`src/rtl/leaky_relu_h_cache_if.sv`:
```
// Bus between the forward/backward datapath and the two-column H cache.
// master = upstream driver of capture/replay controls, slave = the cache.
interface leaky_relu_h_cache_if #(
    parameter int DATA_WIDTH = 16,
    parameter int ADDR_WIDTH = 4
);
    logic                   cap_start_in;
    logic                   rep_start_in;
    logic                   h_wr_valid_1_in;
    logic                   h_wr_valid_2_in;
    logic [DATA_WIDTH-1:0]  h_1_in;
    logic [DATA_WIDTH-1:0]  h_2_in;
    logic                   h_rd_en_1_in;
    logic                   h_rd_en_2_in;
    logic [DATA_WIDTH-1:0]  h_1_out;
    logic [DATA_WIDTH-1:0]  h_2_out;
    logic                   h_valid_1_out;
    logic                   h_valid_2_out;
    logic [ADDR_WIDTH:0]    count_1_out;
    logic [ADDR_WIDTH:0]    count_2_out;
    logic                   busy_out;
    logic                   replay_done_out;
    logic                   overflow_out;
    logic                   underflow_out;

    modport master (
        output cap_start_in, rep_start_in, h_wr_valid_1_in, h_wr_valid_2_in,
               h_1_in, h_2_in, h_rd_en_1_in, h_rd_en_2_in,
        input  h_1_out, h_2_out, h_valid_1_out, h_valid_2_out, count_1_out,
               count_2_out, busy_out, replay_done_out, overflow_out, underflow_out
    );

    modport slave (
        input  cap_start_in, rep_start_in, h_wr_valid_1_in, h_wr_valid_2_in,
               h_1_in, h_2_in, h_rd_en_1_in, h_rd_en_2_in,
        output h_1_out, h_2_out, h_valid_1_out, h_valid_2_out, count_1_out,
               count_2_out, busy_out, replay_done_out, overflow_out, underflow_out
    );
endinterface

```
`src/rtl/leaky_relu_h_cache.sv`:
```
// Two-lane H activation cache: captures pre-activations in the forward pass and
// replays them in order, one cycle after each read request, for the backward pass.
module leaky_relu_h_cache #(
    parameter int DATA_WIDTH = 16,
    parameter int DEPTH      = 16,
    parameter int ADDR_WIDTH = 4
) (
    input  logic                   clk,
    input  logic                   rst,
    leaky_relu_h_cache_if.slave    bus
);
    localparam int NL = 2;
    localparam logic [1:0] S_IDLE    = 2'd0;
    localparam logic [1:0] S_CAPTURE = 2'd1;
    localparam logic [1:0] S_REPLAY  = 2'd2;
    localparam logic [ADDR_WIDTH:0] FULL = (ADDR_WIDTH+1)'(DEPTH);

    logic [1:0]                         state_q, state_d;
    // No wrap-around, so the write pointer doubles as the lane count.
    logic [NL-1:0][ADDR_WIDTH:0]        cnt_q, cnt_d;
    logic [NL-1:0][ADDR_WIDTH:0]        rd_q, rd_d;
    logic [NL-1:0][DATA_WIDTH-1:0]      h_q, h_d;
    logic [NL-1:0]                      hv_q, hv_d;
    logic                               done_q, done_d;
    logic                               ovf_q, ovf_d;
    logic                               unf_q, unf_d;
    logic [NL-1:0]                      wr_en;
    logic [NL-1:0]                      wv, rd_en;
    logic [NL-1:0][DATA_WIDTH-1:0]      din;
    logic [DATA_WIDTH-1:0]              mem_q [NL][DEPTH];

    assign wv    = {bus.h_wr_valid_2_in, bus.h_wr_valid_1_in};
    assign rd_en = {bus.h_rd_en_2_in, bus.h_rd_en_1_in};
    assign din   = {bus.h_2_in, bus.h_1_in};

    always_comb begin
        state_d = state_q;
        cnt_d   = cnt_q;
        rd_d    = rd_q;
        h_d     = h_q;
        hv_d    = '0;
        done_d  = 1'b0;
        ovf_d   = ovf_q;
        unf_d   = unf_q;
        wr_en   = '0;
        if (bus.cap_start_in) begin
            state_d = S_CAPTURE;
            cnt_d   = '0;
            rd_d    = '0;
            ovf_d   = 1'b0;
            unf_d   = 1'b0;
        end else begin
            case (state_q)
                S_IDLE: begin
                    if (bus.rep_start_in) begin
                        state_d = S_REPLAY;
                        rd_d    = '0;
                    end
                end
                S_CAPTURE: begin
                    for (int i = 0; i < NL; i++) begin
                        if (wv[i]) begin
                            if (cnt_q[i] < FULL) begin
                                wr_en[i] = 1'b1;
                                cnt_d[i] = cnt_q[i] + 1'b1;
                            end else begin
                                ovf_d = 1'b1;
                            end
                        end
                    end
                    if (bus.rep_start_in) begin
                        state_d = S_REPLAY;
                        rd_d    = '0;
                    end
                end
                S_REPLAY: begin
                    if (bus.rep_start_in) begin
                        rd_d = '0;
                    end else begin
                        for (int i = 0; i < NL; i++) begin
                            if (rd_en[i]) begin
                                if (rd_q[i] < cnt_q[i]) begin
                                    h_d[i]  = mem_q[i][rd_q[i][ADDR_WIDTH-1:0]];
                                    hv_d[i] = 1'b1;
                                    rd_d[i] = rd_q[i] + 1'b1;
                                end else begin
                                    h_d[i] = '0;
                                    unf_d  = 1'b1;
                                end
                            end
                        end
                        // Done is judged on the pointers as they stood before this edge.
                        if (rd_q == cnt_q) begin
                            done_d  = 1'b1;
                            state_d = S_IDLE;
                        end
                    end
                end
                default: state_d = S_IDLE;
            endcase
        end
    end

    always_ff @(posedge clk) begin
        if (!rst) begin
            state_q <= S_IDLE;
            cnt_q   <= '0;
            rd_q    <= '0;
            h_q     <= '0;
            hv_q    <= '0;
            done_q  <= 1'b0;
            ovf_q   <= 1'b0;
            unf_q   <= 1'b0;
        end else begin
            state_q <= state_d;
            cnt_q   <= cnt_d;
            rd_q    <= rd_d;
            h_q     <= h_d;
            hv_q    <= hv_d;
            done_q  <= done_d;
            ovf_q   <= ovf_d;
            unf_q   <= unf_d;
        end
    end

    // Storage survives reset; zeroed counts make stale entries unreachable.
    always_ff @(posedge clk) begin
        for (int i = 0; i < NL; i++) begin
            if (rst && wr_en[i]) mem_q[i][cnt_q[i][ADDR_WIDTH-1:0]] <= din[i];
        end
    end

    assign bus.h_1_out         = h_q[0];
    assign bus.h_2_out         = h_q[1];
    assign bus.h_valid_1_out   = hv_q[0];
    assign bus.h_valid_2_out   = hv_q[1];
    assign bus.count_1_out     = cnt_q[0];
    assign bus.count_2_out     = cnt_q[1];
    assign bus.busy_out        = (state_q != S_IDLE);
    assign bus.replay_done_out = done_q;
    assign bus.overflow_out    = ovf_q;
    assign bus.underflow_out   = unf_q;
endmodule

```
`src/flat_wrapper.sv`:
```
// flat-port wrapper written by rule: the top's interface ports become plain ports
module leaky_relu_h_cache_flat 
#(
    parameter int DATA_WIDTH = 16,
    parameter int DEPTH      = 16,
    parameter int ADDR_WIDTH = 4
)
  (clk, rst, bus_cap_start_in, bus_rep_start_in, bus_h_wr_valid_1_in, bus_h_wr_valid_2_in, bus_h_1_in, bus_h_2_in, bus_h_rd_en_1_in, bus_h_rd_en_2_in, bus_h_1_out, bus_h_2_out, bus_h_valid_1_out, bus_h_valid_2_out, bus_count_1_out, bus_count_2_out, bus_busy_out, bus_replay_done_out, bus_overflow_out, bus_underflow_out);
  leaky_relu_h_cache_if #(.DATA_WIDTH(DATA_WIDTH), .ADDR_WIDTH(ADDR_WIDTH)) bus_i ();
  input  logic clk;
  input  logic rst;
  input wire logic [$bits(bus_i.cap_start_in)-1:0] bus_cap_start_in;
  input wire logic [$bits(bus_i.rep_start_in)-1:0] bus_rep_start_in;
  input wire logic [$bits(bus_i.h_wr_valid_1_in)-1:0] bus_h_wr_valid_1_in;
  input wire logic [$bits(bus_i.h_wr_valid_2_in)-1:0] bus_h_wr_valid_2_in;
  input wire logic [$bits(bus_i.h_1_in)-1:0] bus_h_1_in;
  input wire logic [$bits(bus_i.h_2_in)-1:0] bus_h_2_in;
  input wire logic [$bits(bus_i.h_rd_en_1_in)-1:0] bus_h_rd_en_1_in;
  input wire logic [$bits(bus_i.h_rd_en_2_in)-1:0] bus_h_rd_en_2_in;
  output wire logic [$bits(bus_i.h_1_out)-1:0] bus_h_1_out;
  output wire logic [$bits(bus_i.h_2_out)-1:0] bus_h_2_out;
  output wire logic [$bits(bus_i.h_valid_1_out)-1:0] bus_h_valid_1_out;
  output wire logic [$bits(bus_i.h_valid_2_out)-1:0] bus_h_valid_2_out;
  output wire logic [$bits(bus_i.count_1_out)-1:0] bus_count_1_out;
  output wire logic [$bits(bus_i.count_2_out)-1:0] bus_count_2_out;
  output wire logic [$bits(bus_i.busy_out)-1:0] bus_busy_out;
  output wire logic [$bits(bus_i.replay_done_out)-1:0] bus_replay_done_out;
  output wire logic [$bits(bus_i.overflow_out)-1:0] bus_overflow_out;
  output wire logic [$bits(bus_i.underflow_out)-1:0] bus_underflow_out;
  assign bus_i.cap_start_in = bus_cap_start_in;
  assign bus_i.rep_start_in = bus_rep_start_in;
  assign bus_i.h_wr_valid_1_in = bus_h_wr_valid_1_in;
  assign bus_i.h_wr_valid_2_in = bus_h_wr_valid_2_in;
  assign bus_i.h_1_in = bus_h_1_in;
  assign bus_i.h_2_in = bus_h_2_in;
  assign bus_i.h_rd_en_1_in = bus_h_rd_en_1_in;
  assign bus_i.h_rd_en_2_in = bus_h_rd_en_2_in;
  assign bus_h_1_out = bus_i.h_1_out;
  assign bus_h_2_out = bus_i.h_2_out;
  assign bus_h_valid_1_out = bus_i.h_valid_1_out;
  assign bus_h_valid_2_out = bus_i.h_valid_2_out;
  assign bus_count_1_out = bus_i.count_1_out;
  assign bus_count_2_out = bus_i.count_2_out;
  assign bus_busy_out = bus_i.busy_out;
  assign bus_replay_done_out = bus_i.replay_done_out;
  assign bus_overflow_out = bus_i.overflow_out;
  assign bus_underflow_out = bus_i.underflow_out;
  leaky_relu_h_cache #(.DATA_WIDTH(DATA_WIDTH), .DEPTH(DEPTH), .ADDR_WIDTH(ADDR_WIDTH)) u_core (.clk(clk), .rst(rst), .bus(bus_i));
endmodule
```
`config.mk`:
```
export PLATFORM = sky130hd
export DESIGN_NAME = leaky_relu_h_cache_flat
export DESIGN_NICKNAME = d
export VERILOG_FILES = /design/src/rtl/leaky_relu_h_cache_if.sv /design/src/rtl/leaky_relu_h_cache.sv /design/src/flat_wrapper.sv
export SDC_FILE = /design/constraint.sdc
export NUM_CORES = 1
export LEC_CHECK = 0
export ABC_AREA = 1
export BUFFER_PORTS_ARGS = -buffer_cell sky130_fd_sc_hd__buf_2
export CELL_PAD_IN_SITES_DETAIL_PLACEMENT = 1
export CELL_PAD_IN_SITES_GLOBAL_PLACEMENT = 2
export CORE_ASPECT_RATIO = 0.5
export CORE_MARGIN = 1.5
export CORE_UTILIZATION = 38
export CTS_CLUSTER_SIZE = 16
export DETAILED_ROUTE_END_ITERATION = 10
export GPL_TIMING_DRIVEN = 0
export MAX_ROUTING_LAYER = met4
export PLACE_DENSITY_LB_ADDON = 0.25
export SLEW_MARGIN = 20
export SYNTH_ARGS = -nofsm -noshare
export SYNTH_HDL_FRONTEND = slang
export SYNTH_SLANG_ARGS = --single-unit
export TNS_END_PERCENT = 100
```
`constraint.sdc`:
```
create_clock -name clk -period 2.5 [get_ports clk]
set_clock_uncertainty 0.15 [all_clocks]
set_input_delay 0.25 -clock clk [delete_from_list [all_inputs] [get_ports clk]]
set_output_delay 0.25 -clock clk [all_outputs]
set_load 0.01 [all_outputs]
```
# After elaboration in Yosys (flattened, before gate mapping)
# Memory sizes are Yosys's and may differ from the RTL's.
# Cells that the tools add are included.
# op_classes
add_sub_neg	4
magnitude_cmp	10
n_eq_ne	13
n_mux	45
bitwise_logic	10
n_reduce_logical	21
# ops
op	count
2-to-1 mux 256 bit	2
binary-select mux 16 bit (select 4 bit)	2
demux 16 bit (select 4 bit)	2
2-to-1 mux 16 bit	8
adder 5 x 1 -> 5 bit, second input constant	4
greater-or-equal comparator 5 bit, second input constant	4
2-to-1 mux 10 bit	2
2-to-1 mux 5 bit	4
inverter 4 -> 5 bit	4
case mux 10 bit (2 select lines)	1
2-to-1 mux 1 bit	18
AND reduction 4 bit	4
AND reduction 3 bit	4
equality test 10 bit	1
less-than comparator 5 x 1 -> 1 bit, second input constant	2
less-than comparator 5 bit	2
less-than comparator 5 bit, second input constant	2
2-to-1 mux 2 bit	5
OR reduction 5 bit	2
inequality test 3 x 2 -> 1 bit, second input constant	3
inequality test 3 bit, second input constant	3
inverter 1 bit	6
logical AND 1 bit	4
inequality test 2 x 1 -> 1 bit, second input constant	2
10 further kinds	12
# totals
regBits	59
mem_bits_rw	512
input_bits	40
output_inout_bits	48
wordCells	117
mem_count	1
# mem_list
memory	words	width	rd	rd_ports_with_merged_regs	write_ports	line_no	text
u_core.mem_q	2	256	2	0	2	leaky_relu_h_cache.sv:30	logic [DATA_WIDTH-1:0] mem_q [NL][DEPTH];

# Logic depth before layout (Yosys ltp)
# depth
word_depth	8
ltp_mapped	12
depth_no_buf	10

# Worst setup path before layout
# OpenSTA, ideal clock, no wires.
# synth_timing
path_kind	flip-flop to flip-flop
startpoint	register u_core.state_q[0]
endpoint	memory u_core.mem_q[0][272] (netlist bit) (enable)
t_arrival_ps	1784
required_ps	1962
path_slack_ps	177
stages_incl_launch_ff	9
period_less_slack_ps	2323
path_cell_list	dfxtp_1 -> nand2_2 -> nor2_2 -> inv_2 -> nor2_8 -> inv_2 -> nor2_2 -> nand2_2 -> nor2_1
# synth_lines
item	line_no	text
start, declared	leaky_relu_h_cache.sv:18	logic [1:0] state_q, state_d;
start signal, assigned	leaky_relu_h_cache.sv:115	state_q <= state_d;
end, declared	leaky_relu_h_cache.sv:30	

==> impl_metrics.csv <==
group,metric,value,unit
worst_setup_path,worstRegToRegCells,7,
pwr,finalPower,19.12,mW
clock_network,cts_made_buffers,53,
logic_synthesis,syn_nets,2112,
global_routing,overflow,0,
sta,hold_viol,0,
clock_network,clock-sinks,571,
pwr,p_seq_frac,0.544,
worst_setup_path,crit_type,"flip-flop to flip-flop",
sta,slew_headroom,0.4114,
place,finalWeightedCongestion,0.7730,
finish,drive_gt1_frac,0.1535,
die,die_h,177.7,um
clock_network,clk_pin_slew,0.07,ns
worst_setup_path,end_kind,"flip-flop",
place,portBuffers,87,
sta,tns,0,ns
min_path,hp-start,"rst",
worst_setup_path,path_common_cell,"nor2_2",
worst_setup_path,worstPathArrival,2.63,ns
pwr,internal-power,14.99,mW
logic_synthesis,post_synth.cell_area_avg,11.30,um2
clock_network,clkLatencyLatePin,0.60,ns
min_path,min_path_type,"input port to flip-flop",
worst_setup_path,r2r_end,"u_core.mem_q[0][211]$_DFFE_PP_",
logic_synthesis,yosys_warnings,0,
worst_setup_path,r2r_slack,0.002,ns
die,dieArea,0.06260,mm2
global_routing,grt_pass1_vias,16260,
finish,diodes,0,
clock_network,cts_tree,"built",
worst_setup_path,rr_startpoint,"u_core.state_q[0]$_SDFFE_PN0P_",
finish,fillers,6456,
clock_network,clk_path_buf_depth,3,
drt,viasPerCell,5.218,
drt,drc_errors,0,
logic_synthesis,ys_seq_elements,571,
sta,period_minus_slack,2.498,ns
pwr,switchingPower,4.134,mW
die,io_pins,88,
pwr,comb_power_share,0.036,
sta,tightest_slew,0.8829,ns
clock_network,ctsHtreeMaxLevel,2,
drt,dr.pass1.iters,5,
die,core,0.05975,mm2
sta,slew_viol_final,0,
min_path,min_path_cells,3,
finish,nNetsFinal,2336,
pwr,peakVddDrop,582.2,uV
worst_setup_path,crit_chain,"nand2_2 > nor2_1 > inv_1 > nor2_2 > nand2_1 > nor2_2 > buf_8",
worst_setup_path,crit_required,2.63,ns
logic_synthesis,yosysSeqAreaShare,0.7140,
worst_setup_path,cp_max_fo,12,
drt,drt_wl_total,71930,um
worst_setup_path,cp-start-kind,"flip-flop",
job,maxCapViolations,0,
pwr,p_clk_frac,0.421,
clock_network,clockRootBuffer,"clkbuf_16",
logic_synthesis,netlist_instances,2052,
drt,wl_per_cell,22.97,um
outcome,status,"completed",
logic_synthesis,syn-cell-area,0.02319,mm2
sta,finalSetupViolCount,0,
global_routing,grt_pass1_wl,106100,um
drt,via_count,16340,
pwr,p_leak,10.22,nW
global_routing,antenna_found_initial,0,
global_routing,grt_max_degree,20,
sta,fmax,0.4003,GHz
die,die_x,352.3,um
finish,fin_util,0.4610,
place,dpl.hpwl,47110,um
min_path,holdPathEnd,"u_core.hv_q[1]$_SDFF_PP0_",
drt,drt_iter0_drc,1227,
drt,ant_nets,0,
pwr,powerDensity,694.2,mW/mm2
sta,rsz0062_at_grt,"true",
global_routing,grt_util_all_layers,0.2361,
place,postPlaceCellArea,0.02504,mm2
sta,holdWs,0.1303,ns
logic_synthesis,synth.distinct_cells,31,
die,start_util,0.3881,
pwr,p_sw_frac,0.2162,
finish,area_delta_synth_final,18.79,%
worst_setup_path,max_stage_delay,0.46,ns
finish,design_area,0.02755,mm2
worst_setup_path,cp_slowest_cell,"dfxtp_1",
die,rows,63,
sta,timing.final.crit_share,0.9992,
## cell type report
type | instances | area, um2 | area share
clock buffer | 78 | 1523 | 0.05528
sequential | 571 | 16560 | 0.6010
inverter | 50 | 187.7 | 0.006814
multi-input combinational | 1325 | 6150 | 0.2233
clock inverter | 20 | 145.1 | 0.005269
buffer | 104 | 514.2 | 0.01867
tap | 812 | 1016 | 0.03688
timing repair buffer | 171 | 1454 | 0.05278
## power by group through the flow
stage               logic (mW)  registers [mW]  clock network, mW
global route             0.748            10.4               8.51
global placement         0.615            10.6                  0
finish                   0.681            10.4               8.04
floorplan                0.285            10.6                  0
detailed placement       0.634            10.6                  0
CTS                      0.684            10.4               8.18
## sequential cells by signal, indices dropped and copies added, names as in the netlist
register,cells
u_core.rd_q,10
u_core.bus.count_2_out,5
u_core.bus.underflow_out,1
u_core.bus.replay_done_out,1
u_core.bus.h_1_out,16
u_core.mem_q,512
u_core.bus.count_1_out,5
u_core.hv_q,2
u_core.bus.h_2_out,16
u_core.bus.overflow_out,1
u_core.state_q,2
## critical path, delay by kind of cell, from the launching register on
kind          cells  cell delay [ns]
flops             1             0.46
simple gates      5             1.16
buf+inv           2             0.38
## worst max-delay path by stage
stage / from / to / slack [ns] / depth (start not counted)
2_1_floorplan: u_core.state_q[0]$_SDFFE_PN0P_ / u_core.mem_q[0][272]$_DFFE_PP_ / 0.18 / 8
3_3_place_gp: rst / u_core.mem_q[0][292]$_DFFE_PP_ / -1.14 / 7
3_5_place_dp: rst / u_core.mem_q[0][182]$_DFFE_PP_ / -0.28 / 8
4_1_cts: u_core.state_q[0]$_SDFFE_PN0P_ / u_core.mem_q[0][183]$_DFFE_PP_ / -0.07 / 7
5_1_grt: u_core.state_q[0]$_SDFFE_PN0P_ / u_core.mem_q[0][152]$_DFFE_PP_ / -0.16 / 7
6_report: u_core.state_q[0]$_SDFFE_PN0P_ / u_core.mem_q[0][211]$_DFFE_PP_ / 0.002 / 7
## layout by cell type, fill, tap and decap left out, types with 10 or more instances in the layout
cell type      synthesis  final
buf_4                  6     17
dlygate4sd3_1          0     40
dfxtp_1               59     59
nor2_2                 7     10
inv_2                 14     14
buf_2                 77    162
nand2_1              732    732
clkbuf_1              20     37
buf_12                 0     14
edfxtp_1             512    512
nand3_1              367    366
buf_8                  0     11
inv_1                 32     32
a21oi_1               32     32
nand4_1               33     33
ha_1                  20     20
nor2_4                 3     32
nor2_1                86     54
clkbuf_16              0     55
clkinv_1               4     11
clkinv_2               0     10
o21ai_0               25     25
## cells in the mapped netlist
master / count / area, um2
a211oi_1: 1 / 7.510
a21oi_1: 32 / 160.2
a31oi_1: 1 / 6.260
buf_1: 2 / 7.510
buf_2: 77 / 385.4
buf_4: 6 / 45.04
buf_6: 1 / 11.26
clkbuf_1: 20 / 75.07
clkinv_1: 4 / 15.01
dfxtp_1: 59 / 1181
edfxtp_1: 512 / 15370
ha_1: 20 / 250.2
inv_1: 32 / 120.1
inv_2: 14 / 52.55
nand2_1: 732 / 2748
nand2_2: 5 / 31.28
nand2_4: 1 / 11.26
nand3_1: 367 / 1837
nand3_2: 1 / 10.01
nand3_4: 1 / 17.52
nand3b_1: 1 / 7.510
nand4_1: 33 / 206.5
nor2_1: 86 / 322.8
nor2_2: 7 / 43.79
nor2_4: 3 / 33.78
nor2_8: 3 / 60.06
nor3_1: 1 / 5.000
o21ai_0: 25 / 125.1
o21ai_2: 1 / 8.760
o21bai_1: 2 / 15.01
o22ai_1: 2 / 12.51
## layer usage
layer / wire [um] / GRT usage
met1: 32990 / 0.3125
met2: 34630 / 0.3871
met3: 2899 / 0.03342
met4: 1404 / 0.05550
met5: 0 / -
## cell families after synthesis
logic type,count (synthesis),synth area share
buf+inv,156,0.03070
flops,571,0.7140
compound gates,64,0.01446
fa+ha+maj,20,0.01079
simple gates,1241,0.2300
## repair_timing
item,in CTS,in global routing
endpoints found under the setup margin,112,354
gates cloned,0,0
hold endpoints to repair,526,0
hold buffers,40,0
pin swaps,3,15
buffers inserted,3,22
resized for setup,8,9
## stage by stage
stage               setup slack, ns  std cells
detailed placement          -0.2837       2970
finish                     0.001972       3131
CTS                        -0.06767       3110
global placement             -1.137       2951
floorplan                    0.1774       2052
global route                -0.1581       3131
Note: power is estimated with default switching activity, not from simulation.
